### src/rtl/acc_router_pkg.sv
// Shared constants for the accelerator router: bus width, default FIFO sizing
// and accelerator identifiers used by the bus controller and its FIFOs.
package acc_router_pkg;

  localparam int unsigned DATA_W         = 32;
  localparam int unsigned FIFO_DEPTH     = 16;
  localparam int unsigned FIFO_ADDR_W    = 4;
  localparam int unsigned FIFO_AF_THRESH = 14;
  localparam int unsigned FIFO_AE_THRESH = 2;

  typedef enum logic [1:0] {
    ACC_FFT = 2'd0,
    ACC_FIR = 2'd1,
    ACC_IIR = 2'd2
  } acc_id_e;

endpackage

### src/rtl/acc_fifo_ram.sv
// FIFO storage: one synchronous write port and one synchronous registered read port.
// Only the read-data register is reset; the array itself is left uninitialised.
module acc_fifo_ram #(
  parameter int unsigned DATA_W = 32,
  parameter int unsigned ADDR_W = 4
) (
  input  logic              clk,
  input  logic              reset,
  input  logic              wr_en,
  input  logic [ADDR_W-1:0] wr_addr,
  input  logic [DATA_W-1:0] wr_data,
  input  logic              rd_en,
  input  logic [ADDR_W-1:0] rd_addr,
  output logic [DATA_W-1:0] rd_data
);

  localparam int unsigned DEPTH = 1 << ADDR_W;

  logic [DATA_W-1:0] mem [DEPTH];

  always_ff @(posedge clk) begin
    if (wr_en) begin
      mem[wr_addr] <= wr_data;
    end
  end

  // Read sees the pre-edge contents, so a same-cycle write to rd_addr is not bypassed.
  always_ff @(posedge clk or negedge reset) begin
    if (!reset) begin
      rd_data <= '0;
    end else if (rd_en) begin
      rd_data <= mem[rd_addr];
    end
  end

endmodule

### src/rtl/acc_data_fifo.sv
// Accelerator-side data FIFO between the bus controller and one accelerator.
// Registered occupancy, empty/full/watermark flags and sticky error flags.
module acc_data_fifo
  import acc_router_pkg::*;
#(
  parameter int unsigned DATA_W    = acc_router_pkg::DATA_W,
  parameter int unsigned DEPTH     = acc_router_pkg::FIFO_DEPTH,
  parameter int unsigned ADDR_W    = acc_router_pkg::FIFO_ADDR_W,
  parameter int unsigned AF_THRESH = acc_router_pkg::FIFO_AF_THRESH,
  parameter int unsigned AE_THRESH = acc_router_pkg::FIFO_AE_THRESH
) (
  input  logic              clk,
  input  logic              reset,
  input  logic              put_req,
  input  logic [DATA_W-1:0] data_in,
  input  logic              get_req,
  output logic [DATA_W-1:0] data_out,
  output logic              data_out_valid,
  output logic              empty,
  output logic              full,
  output logic              almost_empty,
  output logic              almost_full,
  output logic [ADDR_W:0]   count,
  output logic              overflow,
  output logic              underflow,
  input  logic              clear_err
);

  localparam int unsigned CNT_W = ADDR_W + 1;

  logic [ADDR_W-1:0] wr_ptr;
  logic [ADDR_W-1:0] rd_ptr;
  logic              put_ok_c;
  logic              get_ok_c;
  logic [CNT_W-1:0]  count_nxt_c;

  // Accept decisions use the registered (pre-edge) flags only.
  always_comb begin
    put_ok_c    = put_req & (~full | get_req);
    get_ok_c    = get_req & ~empty;
    count_nxt_c = count;
    case ({put_ok_c, get_ok_c})
      2'b10:   count_nxt_c = count + CNT_W'(1);
      2'b01:   count_nxt_c = count - CNT_W'(1);
      default: count_nxt_c = count;
    endcase
  end

  // Flags are derived from the next count so they always agree with count.
  always_ff @(posedge clk or negedge reset) begin
    if (!reset) begin
      wr_ptr         <= '0;
      rd_ptr         <= '0;
      count          <= '0;
      empty          <= 1'b1;
      full           <= 1'b0;
      almost_empty   <= 1'b1;
      almost_full    <= 1'b0;
      data_out_valid <= 1'b0;
      overflow       <= 1'b0;
      underflow      <= 1'b0;
    end else begin
      if (put_ok_c) begin
        wr_ptr <= wr_ptr + ADDR_W'(1);
      end
      if (get_ok_c) begin
        rd_ptr <= rd_ptr + ADDR_W'(1);
      end
      count          <= count_nxt_c;
      empty          <= (count_nxt_c == '0);
      full           <= (count_nxt_c == CNT_W'(DEPTH));
      almost_empty   <= (count_nxt_c <= CNT_W'(AE_THRESH));
      almost_full    <= (count_nxt_c >= CNT_W'(AF_THRESH));
      data_out_valid <= get_ok_c;
      // A new error in the same cycle as clear_err keeps the bit set.
      overflow       <= (put_req & ~put_ok_c) | (overflow & ~clear_err);
      underflow      <= (get_req & ~get_ok_c) | (underflow & ~clear_err);
    end
  end

  acc_fifo_ram #(
    .DATA_W (DATA_W),
    .ADDR_W (ADDR_W)
  ) u_ram (
    .clk     (clk),
    .reset   (reset),
    .wr_en   (put_ok_c),
    .wr_addr (wr_ptr),
    .wr_data (data_in),
    .rd_en   (get_ok_c),
    .rd_addr (rd_ptr),
    .rd_data (data_out)
  );

endmodule
### config.mk
export PLATFORM = sky130hd
export DESIGN_NAME = acc_data_fifo
export DESIGN_NICKNAME = d
export VERILOG_FILES = /design/src/rtl/acc_router_pkg.sv /design/src/rtl/acc_fifo_ram.sv /design/src/rtl/acc_data_fifo.sv
export SDC_FILE = /design/constraint.sdc
export NUM_CORES = 1
export LEC_CHECK = 0
export CAP_MARGIN = 20
export CORE_MARGIN = 2
export CORE_UTILIZATION = 60
export DETAILED_ROUTE_END_ITERATION = 10
export GPL_ROUTABILITY_DRIVEN = 1
export GPL_TIMING_DRIVEN = 0
export PLACE_DENSITY = 0.75
export SYNTH_ARGS = -nofsm -noshare
export SYNTH_HDL_FRONTEND = slang
export SYNTH_SLANG_ARGS = --single-unit
### constraint.sdc
create_clock -name clk -period 4.9 [get_ports clk]
set_input_delay 0.98 -clock clk [delete_from_list [all_inputs] [get_ports clk]]
set_output_delay 0.98 -clock clk [all_outputs]
set_load 0.05 [all_outputs]
==> After elaboration in Yosys (flattened, before gate mapping) <==
Memory sizes are Yosys's and may differ from the RTL's. A register that Yosys moved wholly into a read port is not among the register bits.
Cells that the tools add are included.
Widths: inputs -> output; s select.
{ "word_totals": {"wordCells": 39, "reg_bits": 20, "ramBits": 512, "n_memories": 1, "input_bits": 37} }
{ "classes": {"reduce_logical": 2, "n_mux": 3, "addsub": 4, "magnitude_cmp": 2, "n_eq_ne": 3, "bitwise_logic": 14} }
{ "mem_list": {"columns": ["memory", "depth", "width", "read_ports", "rd_ports_with_merged_regs", "wr", "line_no", "rtl"], "rows": [
  ["u_ram.mem", 16, 32, 1, 1, 1, "acc_fifo_ram.sv:19", "logic [DATA_W-1:0] mem [DEPTH];"]
]} }
{ "op_table": {"columns": ["cell", "count"], "rows": [
  ["$pmux 5 s2", 1],
  ["$add 4x1->4 const B", 2],
  ["$and 1x1->1", 6],
  ["$add 5x1->5 const B", 1],
  ["$eq 5x5->1 const B", 1],
  ["$ge 5x4->1 const B", 1],
  ["$le 5x2->1 const B", 1],
  ["$logic_not 5->1", 1],
  ["$not 1->1", 5],
  ["$sub 5x1->5 const B", 1],
  ["$or 1x1->1", 3],
  ["$eq 2x1->1 const B", 1],
  ["$eq 2x2->1 const B", 1],
  ["$mux 1", 2],
  ["$logic_not 1->1", 1]
]} }

==> Longest topological paths before layout <==
Gate-level depths: netlist (run 1).
{ "logic_depth": {"ltp_word": 6, "depth_mapped": 13} }

==> By module <==
A second synthesis (run 1) with hierarchy kept.
{ "unflattened": {"cells_unflattened": 969, "area_unflattened_um2": 21882.2} }
{ "by_module_without_submodules": {"columns": ["mod", "area_each_um2", "n_inst", "cells_per_inst"], "rows": [
  ["acc_fifo_ram", 20788.7, 1, 876],
  ["acc_data_fifo", 1093.5, 1, 93]
]} }

==> Least setup slack after synthesis (run 1) <==
Ideal clock, no wire load.
{ "synth_timing": {"path_kind": "input-to-reg", "startpoint": "input port get_req", "endpoint": "memory u_ram.mem[3][0] (enable)", "setup_time_ps": 461, "t_arrival_ps": 3846, "slack_ps": 593, "cell_stages": 5, "t_required_ps": 4439, "path_cell_list": "nand2b_1 -> and2_1 -> clkbuf_1 -> nand2_1 -> nor3_1"} }
{ "synth_via": {"elab_chain_cells": 4} }
{ "synth_rtl": {"columns": ["item", "line_no", "rtl"], "rows": [
  ["start: declaration", "acc_data_fifo.sv:16", "input logic get_req,"],
  ["$or 1x1->1", "acc_data_fifo.sv:39", "put_ok_c = put_req & (~full | get_req);"],
  ["$and 1x1->1", "acc_data_fifo.sv:39", null],
  ["$mux 1", "acc_fifo_ram.sv:22", "if (wr_en) begin"],
  ["$mux 1 (implied by the code)", "acc_fifo_ram.sv:23", "mem[wr_addr] <= wr_data;"],
  ["end: declaration", "acc_fifo_ram.sv:19", null]
]} }
Every way passes these cells.

==> Worst setup path after layout (run 1) <==
{ "layout_timing": {"startpoint": "input port get_req", "endpoint": "register almost_empty"} }
{ "layout_via": {"word_cells_on_any_way": 7} }
{ "layout_lines": {"columns": ["item", "line_no", "rtl"], "rows": [
  ["$and 1x1->1 *", "acc_data_fifo.sv:40", "get_ok_c = get_req & ~empty;"],
  ["via get_ok_c", "acc_data_fifo.sv:34", "logic get_ok_c;"],
  ["$eq 2x1->1 or $eq 2x2->1 (tied branches)", "acc_data_fifo.sv:42", "case ({put_ok_c, get_ok_c})"],
  ["$pmux 5 s2 *", "acc_data_fifo.sv:42", null],
  ["via count_nxt_c[4]", "acc_data_fifo.sv:35", "logic [CNT_W-1:0] count_nxt_c;"],
  ["$le 5x2->1 *", "acc_data_fifo.sv:72", "almost_empty <= (count_nxt_c <= CNT_W'(AE_THRESH));"],
  ["end signal: assignment", "acc_data_fifo.sv:72", null],
  ["end: declaration", "acc_data_fifo.sv:21", "output logic almost_empty,"]
]} }
Mark *: on every way through the listed nets, which the timed path passes. The rest lies on a longest branch.
A chain may end at the register's enable or synchronous reset.

==> impl_results.md, run 1 <==
- Fillers: 2046
- Post-synth cell types: 41
- Startpoint types: input port
- Peak supply drop: 0.497 mV
- Clock insertion delay at the later pin of the skew report: 0.60 ns
- Dpl cell area: 23500 um2
- RSZ-0062 raised after global routing: false
- # hold bufs at CTS: 0
- Initial antenna violation count: 0
- Slew @ Worst Pin: 0.953 ns
- Yosys warns: 0
- Data required time of the worst path: 5.34 ns
- Finished Layout Cells: 1635
- Max Clock Freq: 0.274 GHz
- Layout net count: 1172
- Reg power frac: 0.409
- Async set-reset flop share out of synthesis: 0.0922
- Clock slew at reported path FFs: 0.06 ns
- Routed Antenna Nets: 0
- Number of global-route vias before repair: 10800
- Synth Area per Inst: 22.4 um2
- Port Buffers: 80
- Antenna diodes: 0
- Vias: 10400
- WL final: 44100 um
- Setup Fix Bufs, Post-CTS: 0
- Setup violators final: 0
- Yosys top cell by area: edfxtp_1
- Most numerous cell in the Yosys netlist: edfxtp_1
- R2r startpoint: empty$_DFF_PN1_
- Outcome: finished clean
- Syn_nets: 1008
- Synth-to-Final Area Change: 17.1%
- Sw frac: 0.314
- Most instantiated cells after synthesis: edfxtp_1 (512), mux4_2 (128), dfrtp_1 (50)
- Clock sinks: 564
- Final Hold Viols: 0
- Share of cells above drive strength 1: 0.262
- FF+latch count, synth: 564
- Synth area leaders: edfxtp_1 (71%), mux4_2 (13%), dfrtp_1 (5.8%)
- Worst min-delay path class: in2async
- Sw Pwr: 4720 uW
- Via-to-Cell Ratio: 6.34
- PD cells: 596 nW/um2
- Initial DRC Count: 1005
- Die X: 194 um
- Overall power: 15100 uW
- Fin crit share: 0.746
- Final HPWL DP: 27900 um
- Post-CTS Resized: 0
- Drt wl/cell: 26.9 um
- Slew HR: 0.365
- Initial Util: 0.608
- GRT Residual Overflow: 0
- EDFF count, synth: 512
- Synth top area share: 0.713
- GPL Wtd Cong: 0.742
- Worst setup margin: 1.25 ns
- # IOs: 81
- Chip Height: 194 um
- Post-synthesis sequential area ratio: 0.773
- Worst clock skew: 0.0197 ns
- Total track usage: 0.241
- Die ar.: 37500 um2
- Clk buf depth: 3
- First-pass GRT wire length: 66900 um
- Clk pwr share: 0.264
- Leak: 0.00823 uW
- Internal power: 10300 uW
- Placed cell count: 1533
- Crit path from: get_req
- Row cnt: 69
- First drt pass iteration count: 5
- CTS tree: built
- Comb power frac: 0.327
- CTS root buffer: clkbuf_16
- CP arrival: 4.10 ns
- # DRC: 0
- Post-route cell area: 25300 um2
- Core area: 35500 um2
- Pre-CTS setup slack: 0.751 ns
- Synthesized instance count: 964
- Largest net degree at the start of global routing: 37
- CP max FO: 8
- Crit path kind: in2reg
- # Max-Cap Violations: 0
- Max-slew violations: 0
- CTS Buf Count: 54
- Endpoint class of the critical path: register
- # H-tree levels: 2
- Post-Syn Area: 21600 um2
- Prevailing post-synth register cell: edfxtp_1
- Final worst path period need: 3.65 ns
[cell usage in the layout, fill, tap and decap left out, types with 2 or more instances in the layout]
cell type,netlist,final
inv_6,0,2
buf_12,0,5
buf_8,0,3
nand2b_1,6,6
clkinv_2,0,11
clkinv_1,0,6
buf_6,5,16
clkdlybuf4s50_1,0,79
clkbuf_8,0,12
edfxtp_1,512,512
inv_1,8,8
mux2_2,33,33
mux4_2,128,128
a221o_1,32,32
buf_16,0,8
ha_1,7,7
clkbuf_1,34,49
nand2_1,12,12
nor2_4,0,12
xor2_1,2,2
nor3_1,37,33
xnor2_1,8,8
and2_1,2,2
mux2i_1,32,32
nor3_2,0,4
buf_2,9,10
buf_1,7,7
dfstp_2,2,2
nand4_1,3,3
o21ai_0,3,3
dfrtp_1,50,50
clkbuf_16,0,54
[path summary, 6_finish.rpt]
check                                                     end  slack, ns  cells after the start
worst max-delay path                   almost_empty$_DFF_PN1_       1.25                     12
worst min-delay path            u_ram.rd_data[30]$_DFFE_PN0N_       0.38                      1
worst max register to register         almost_empty$_DFF_PN1_       1.67                     11
worst min register to register  u_ram.rd_data[15]$_DFFE_PN0N_       0.52                      1
max in group asynchronous              almost_empty$_DFF_PN1_       3.85                      2
min in group clk                u_ram.rd_data[15]$_DFFE_PN0N_       0.52                      1
[power groups by stage]
stage	logic, uW	registers (uW)	clock network [uW]
floorplan	2800	6780	0
global placement	4650	6270	0
detailed placement	4920	6250	0
CTS	4970	6160	4020
global route	5230	6200	4210
finish	4930	6150	3970
[routing by layer]
layer	track usage	share of wire	up-vias
met5	0	0	-
met4	0.0775	0.022	0
met3	0.0427	0.074	79
met2	0.383	0.49	448
met1	0.349	0.41	5449
li1	-	-	4382
[logic make-up after synthesis]
| kind of cell | count (synthesis) | share of synthesized area |
|---|---|---|
| flip-flops | 564 | 0.773 |
| multiplexers | 194 | 0.166 |
| AND/OR/NAND/NOR | 80 | 0.0190 |
| buffers and inverters | 63 | 0.0132 |
| AO/OA/AOI/OAI | 45 | 0.0193 |
| XOR/XNOR | 11 | 0.00482 |
| adder cells (fa/ha/maj) | 7 | 0.00406 |
[flip-flops by register name, indices dropped and copies added, names as in the netlist]
name            flops
overflow            1
data_out_valid      1
underflow           1
full                1
empty               1
rd_ptr              4
u_ram.mem         512
count               5
wr_ptr              4
u_ram.rd_data      32
almost_empty        1
almost_full         1
[critical path, cell delays in order]
cell             delay, ns
clkdlybuf4s50_1       0.56
nand2b_1              0.27
inv_1                 0.38
ha_1                  0.23
clkbuf_1              0.27
xor2_1                0.18
ha_1                  0.19
inv_1                 0.07
a211o_1               0.27
o211ai_2              0.10
xor2_2                0.14
a2111oi_0             0.47
[cell type report]
class	count	area, um2	share of cell area
clock buffer	81	1570	0.0623
multi-input combinational	337	4710	0.187
timing repair buffer	108	1290	0.0512
tap	461	577	0.0228
sequential	564	16700	0.660
clock inverter	21	141	0.00560
buffer	55	255	0.0101
inverter	8	30.0	0.00119
[metrics by stage]
step / utilization / TNS, ns / hold WS [ns]
final: 0.712 / 0 / 0.377
after global placement: 0.647 / -485.69 / 0.510
after detailed placement: 0.664 / 0 / 0.502
after CTS: 0.712 / 0 / 0.371
after global routing: 0.712 / 0 / 0.392
after floorplan: - / 0 / 0.559
Power figures use the tool's default switching activity.
==> run 2, diff against run 1 <==
==> constraint.sdc (replaced) <==
create_clock -name clk -period 3.65 [get_ports clk]
set_input_delay 0.73 -clock clk [delete_from_list [all_inputs] [get_ports clk]]
set_output_delay 0.73 -clock clk [all_outputs]
set_load 0.05 [all_outputs]
==> run 2 against run 1 <==
- critical path depth is the same
- register-to-register slack got worse by 1.2 ns
- sequential power is 35% higher
- critical endpoint unchanged
==> impl_results.md, run 2 (synthesized netlist as in run 1, its figures left out) <==
- Outcome: finished clean
- Share of cells above drive strength 1: 0.257
- Port Buffers: 80
- Worst min-delay path class: in2async
- # hold bufs at CTS: 0
- Row cnt: 69
- Layout net count: 1165
- Final worst path period need: 3.32 ns
- Vias: 10500
- Final Util: 0.712
- Crit path kind: in2reg
- CP arrival: 3.77 ns
- Met2 GRT Util: 0.394
- Worst path cell trace: clkdlybuf4s50_1 -> nand2b_1 -> inv_1 -> ha_1 -> clkbuf_1 -> xor2_1 -> ha_1 -> inv_1 -> a211o_1 -> o211ai_2 -> xor2_2 -> a2111oi_1
- GRT Residual Overflow: 0
- Chip Height: 194 um
- Peak supply drop: 0.630 mV
- CTS root buffer: clkbuf_16
- Delay of the slowest critical-path stage: 0.55 ns
- WL final: 45700 um
- Clock sinks: 564
- Drt wl/cell: 28.1 um
- Number of global-route vias before repair: 10900
- RSZ-0062 raised after global routing: false
- Core area: 35500 um2
- Setup violators final: 0
- Largest registers: u_ram.mem x512, u_ram.rd_data x32, count x5
- Die ar.: 37500 um2
- Worst clock skew: 0.0169 ns
- Final Hold Viols: 0
- Clk buf depth: 3
- Total track usage: 0.248
- Clock insertion delay at the later pin of the skew report: 0.58 ns
- Leak: 0.00819 uW
- Synth-to-Final Area Change: 17.1%
- CTS tree: built
- Most frequent cells in the layout: edfxtp_1 (512), mux4_2 (128), clkdlybuf4s50_1 (79), clkbuf_16 (57), dfrtp_1 (50)
- # Max-Cap Violations: 0
- First drt pass iteration count: 5
- Die X: 194 um
- Most common cell after layout, fill and taps aside: edfxtp_1
- Startpoint types: input port
- Fillers: 2066
- Grt met1 use: 0.363
- Data required time of the worst path: 4.10 ns
- GPL Wtd Cong: 0.740
- # IOs: 81
- CP max FO: 8
- Slew @ Worst Pin: 0.989 ns
- Slowest stage cell, crit path: clkdlybuf4s50_1
- Initial DRC Count: 936
- Largest net degree at the start of global routing: 53
- # H-tree levels: 2
- Largest reg by FF count: u_ram.mem
- PD cells: 810 nW/um2
- Met3 Use GR: 0.0420
- Levels on crit path: 12
- Routed Antenna Nets: 0
- Slew HR: 0.341
- CTS Buf Count: 55
- First-pass GRT wire length: 68500 um
- Via-to-Cell Ratio: 6.45
- Initial antenna violation count: 3
- # DRC: 0
- Largest register FFs: 512
- Most crowded layer after global routing: met2
- Critical path buffer and inverter count: 4
- Max Clock Freq: 0.301 GHz
- Fin crit share: 0.911
- Final HPWL DP: 27800 um
- Max-slew violations: 0
- Clock slew at reported path FFs: 0.06 ns
- Initial Util: 0.608
- FF-to-FF path depth: 11
- Cell family with most CP delay: buffers and inverters
- Endpoint class of the critical path: register
- Sum of negative setup slack: 0 ns
## run 2: cell count changes in the layout (fill, tap and decap cells not counted), sizes merged
cell      delta
diode        +1
inv          -2
clkinv       +3
clkbuf       -6
buf          -8
clkinvlp     +4
bufinv       +2
## run 2: metrics by stage
step / std cells / power [uW] / cell area [um2] / hold slack [ns] / worst slack (ns)
2_1_floorplan: 964 / 12900 / 21600 / 0.434 / 0.449
3_3_place_gp: 1505 / 14700 / 23000 / 0.508 / -1.85
3_5_place_dp: 1525 / 15100 / 23500 / 0.515 / -0.290
4_1_cts: 1628 / 20600 / 25300 / 0.271 / 0.282
5_1_grt: 1629 / 21200 / 25300 / 0.296 / 0.0785
6_report: 1629 / 20500 / 25300 / 0.265 / 0.326
## run 2: what timing repair did
action,in CTS,in global routing
resized for setup,0,1
buffers inserted,0,0
setup endpoints to repair,0,1
## run 2: worst paths after layout
path / startpoint / end / slack, ns
worst max-delay path: get_req / almost_empty$_DFF_PN1_ / 0.33
worst min-delay path: reset / u_ram.rd_data[2]$_DFFE_PN0N_ / 0.26
worst max register to register: empty$_DFF_PN1_ / almost_empty$_DFF_PN1_ / 0.50
worst min register to register: underflow$_DFF_PN0_ / underflow$_DFF_PN0_ / 0.52
max in group asynchronous: reset / u_ram.rd_data[19]$_DFFE_PN0N_ / 2.83
min in group clk: underflow$_DFF_PN0_ / underflow$_DFF_PN0_ / 0.52
## run 2: report_power, final
group,leakage (uW),switching (uW),internal [uW]
sequential,0.00526,352,7940
combinational,0.00207,3800,2870
clock,0.000862,2310,3190
total,0.00819,6460,14000
## run 2: area by class of cell
class | instances | area [um2] | area share
repair buffers | 100 | 1210 | 0.0477
flip-flops and latches | 564 | 16700 | 0.660
multi-input cells | 337 | 4740 | 0.188
diodes | 1 | 2.50 | 0.0000991
clock inverters | 28 | 220 | 0.00872
plain buffers | 55 | 255 | 0.0101
inverters | 8 | 30.0 | 0.00119
well taps | 461 | 577 | 0.0228
clock buffers | 75 | 1550 | 0.0615
## run 2: worst reg2reg max path: stages (launching register included)
cell,delay [ns]
dfstp_2,0.57
nand2b_1,0.33
inv_1,0.28
ha_1,0.26
clkbuf_1,0.18
xor2_1,0.20
ha_1,0.18
inv_1,0.07
a211o_1,0.27
o211ai_2,0.10
xor2_2,0.14
a2111oi_1,0.44
## run 2: layer usage
layer  part of all wire  vias up
met5            0.00020        -
met4              0.024        2
met3              0.075       74
met2               0.48      470
met1               0.42     5595
li1                   -     4374
==> RTL edit (flow settings as in run 2) <==
Set the package constant `FIFO_ADDR_W` to 5 (it was 4).
--- a/src/rtl/acc_router_pkg.sv
+++ b/src/rtl/acc_router_pkg.sv
@@ -6,3 +6,3 @@
   localparam int unsigned FIFO_DEPTH     = 16;
-  localparam int unsigned FIFO_ADDR_W    = 4;
+  localparam int unsigned FIFO_ADDR_W    = 5;
   localparam int unsigned FIFO_AF_THRESH = 14;
Interface: changed (resized count); port bits go from 81 to 82. No check against the original RTL was run, so the function may have changed too.
==> RTL edit against run 2 <==
Final area rose by 89%; synthesized area rose by 91%; routed wire length rose by 130%; sequential cell count rose by 515; cell count rose by 80%; setup slack got worse by 320 ps; clock power rose by 99%; power rose by 85%; clock skew rose by 19 ps; critical endpoint is now u_ram.rd_data[9].
==> RTL edit: results (changes against run 2) <==
The via-per-instance ratio works out to 6.89 (+6.7%). In this run the critical register-to-register path is launched from rd_ptr[1]. Tracing the worst setup path back leads to its startpoint at rd_ptr[1].

Placer's final routability congestion estimate: 0.803 (+8.5%). The logs give 3011 (+220%) for the number of DRC violations after detailed-routing iteration 0 and 8 (+3) for the number of optimization iterations in the first detailed-route pass. The post-synthesis cell type count was 44 (+7.3%); the cell count after synthesis was 1725 (+79%).

The all-layer global routing usage came out at 30.1% (+5.3 points). The run gives 0 (-1) as the total inserted antenna cells. The run finished with clean final reports. Counting instances in the post-synthesis netlist gives the leading cell types as sky130_fd_sc_hd__edfxtp_1, sky130_fd_sc_hd__mux4_2, sky130_fd_sc_hd__dfrtp_1. Share of the yosys chip area belonging to registers: 77.9% (+0.58 points). The internal power of the cells was 0.0262 W (+87%); the part of the cycle the worst path needs was 99.7% (+8.7 points). The final routed wire length divided by cell count came out at 35.5 um (+27%). The count of input and output buffers came out at 81 (+1.3%). For the post-synth net total, the log shows 1769 (+75%). The run gives 39.6% (-0.9 points) as the sequential group share of total power. The largest registers in the layout are u_ram.mem (1024), u_ram.rd_data (32), count (6). The maximum fanout count along the critical path is 10 (+2).

The number of synthesized flops with an enable pin is 1024 (+100%). The run gives 670 ps (+90 ps) as the clock latency at the later pin of the worst-skew pair. The run gives -390 ps (-100 ps) as the setup slack after placement. Total leakage power: 15.1 nW (+85%). Initial antenna violation count: 0 (-3). For the arrival time reported for the critical path endpoint, the log shows 4150 ps (+380 ps).

The internal reg-to-reg setup slack is 10 ps (-490 ps), and the HPWL reported at the end of detailed placement is 61.0 mm (+120%).
-- RTL edit: timing repair --
action                     in CTS  in global routing
hold buffers                    1                  0
setup endpoints to repair       9                  1
hold endpoints to repair       11                  0
setup buffers                   0                  0
pin swaps                       0                  0
resized for setup               1                  7
-- RTL edit: cell type report --
class,instances,share of cell area [%]
plain buffers,92,1.01
repair buffers,127,3.60
clock inverters,39,0.919
well taps,882,2.31
clock buffers,153,6.36
multi-input cells,543,18.5
inverters,11,0.0864
flip-flops and latches,1079,67.2
-- RTL edit: worst max-delay path: stages (launching register included) --
cell                              delay (ps)
sky130_fd_sc_hd__dfrtp_1                 380
sky130_fd_sc_hd__clkbuf_1                260
sky130_fd_sc_hd__clkdlybuf4s15_1         790
sky130_fd_sc_hd__buf_1                   740
sky130_fd_sc_hd__mux4_2                  420
sky130_fd_sc_hd__mux4_2                  500
sky130_fd_sc_hd__mux2i_1                 280
sky130_fd_sc_hd__o21ai_1                  90
-- RTL edit: cell families after synthesis --
family                     count (synthesis)  share of synthesized area, %
DFF                                     1079                          77.9
muxes                                    354                          18.3
AOI/OAI and AO/OA                         47                         0.634
and+or+nand+nor                          120                          1.37
xor gates and xnor gates                  15                         0.319
buffers and inverters                    103                          1.25
adders and majority gates                  7                         0.212
-- RTL edit: per-stage QoR --
step | area, um^2 | power, W | util (%)
after CTS | 47700 | 0.0378 | 69.8
after detailed placement | 44200 | 0.0269 | 64.6
after global placement | 43200 | 0.0263 | 63.1
final | 47800 | 0.0378 | 69.9
after global routing | 47800 | 0.0388 | 69.9
after floorplan | 41200 | 0.0228 | -
-- RTL edit: per-layer routing --
metal	share of wire (%)	up-vias	global-route usage, %
met5	0	-	0
met4	3.4	0	10.5
met3	11	216	6.84
met2	51	1453	49.7
met1	35	10679	40.3
li1	-	7809	-
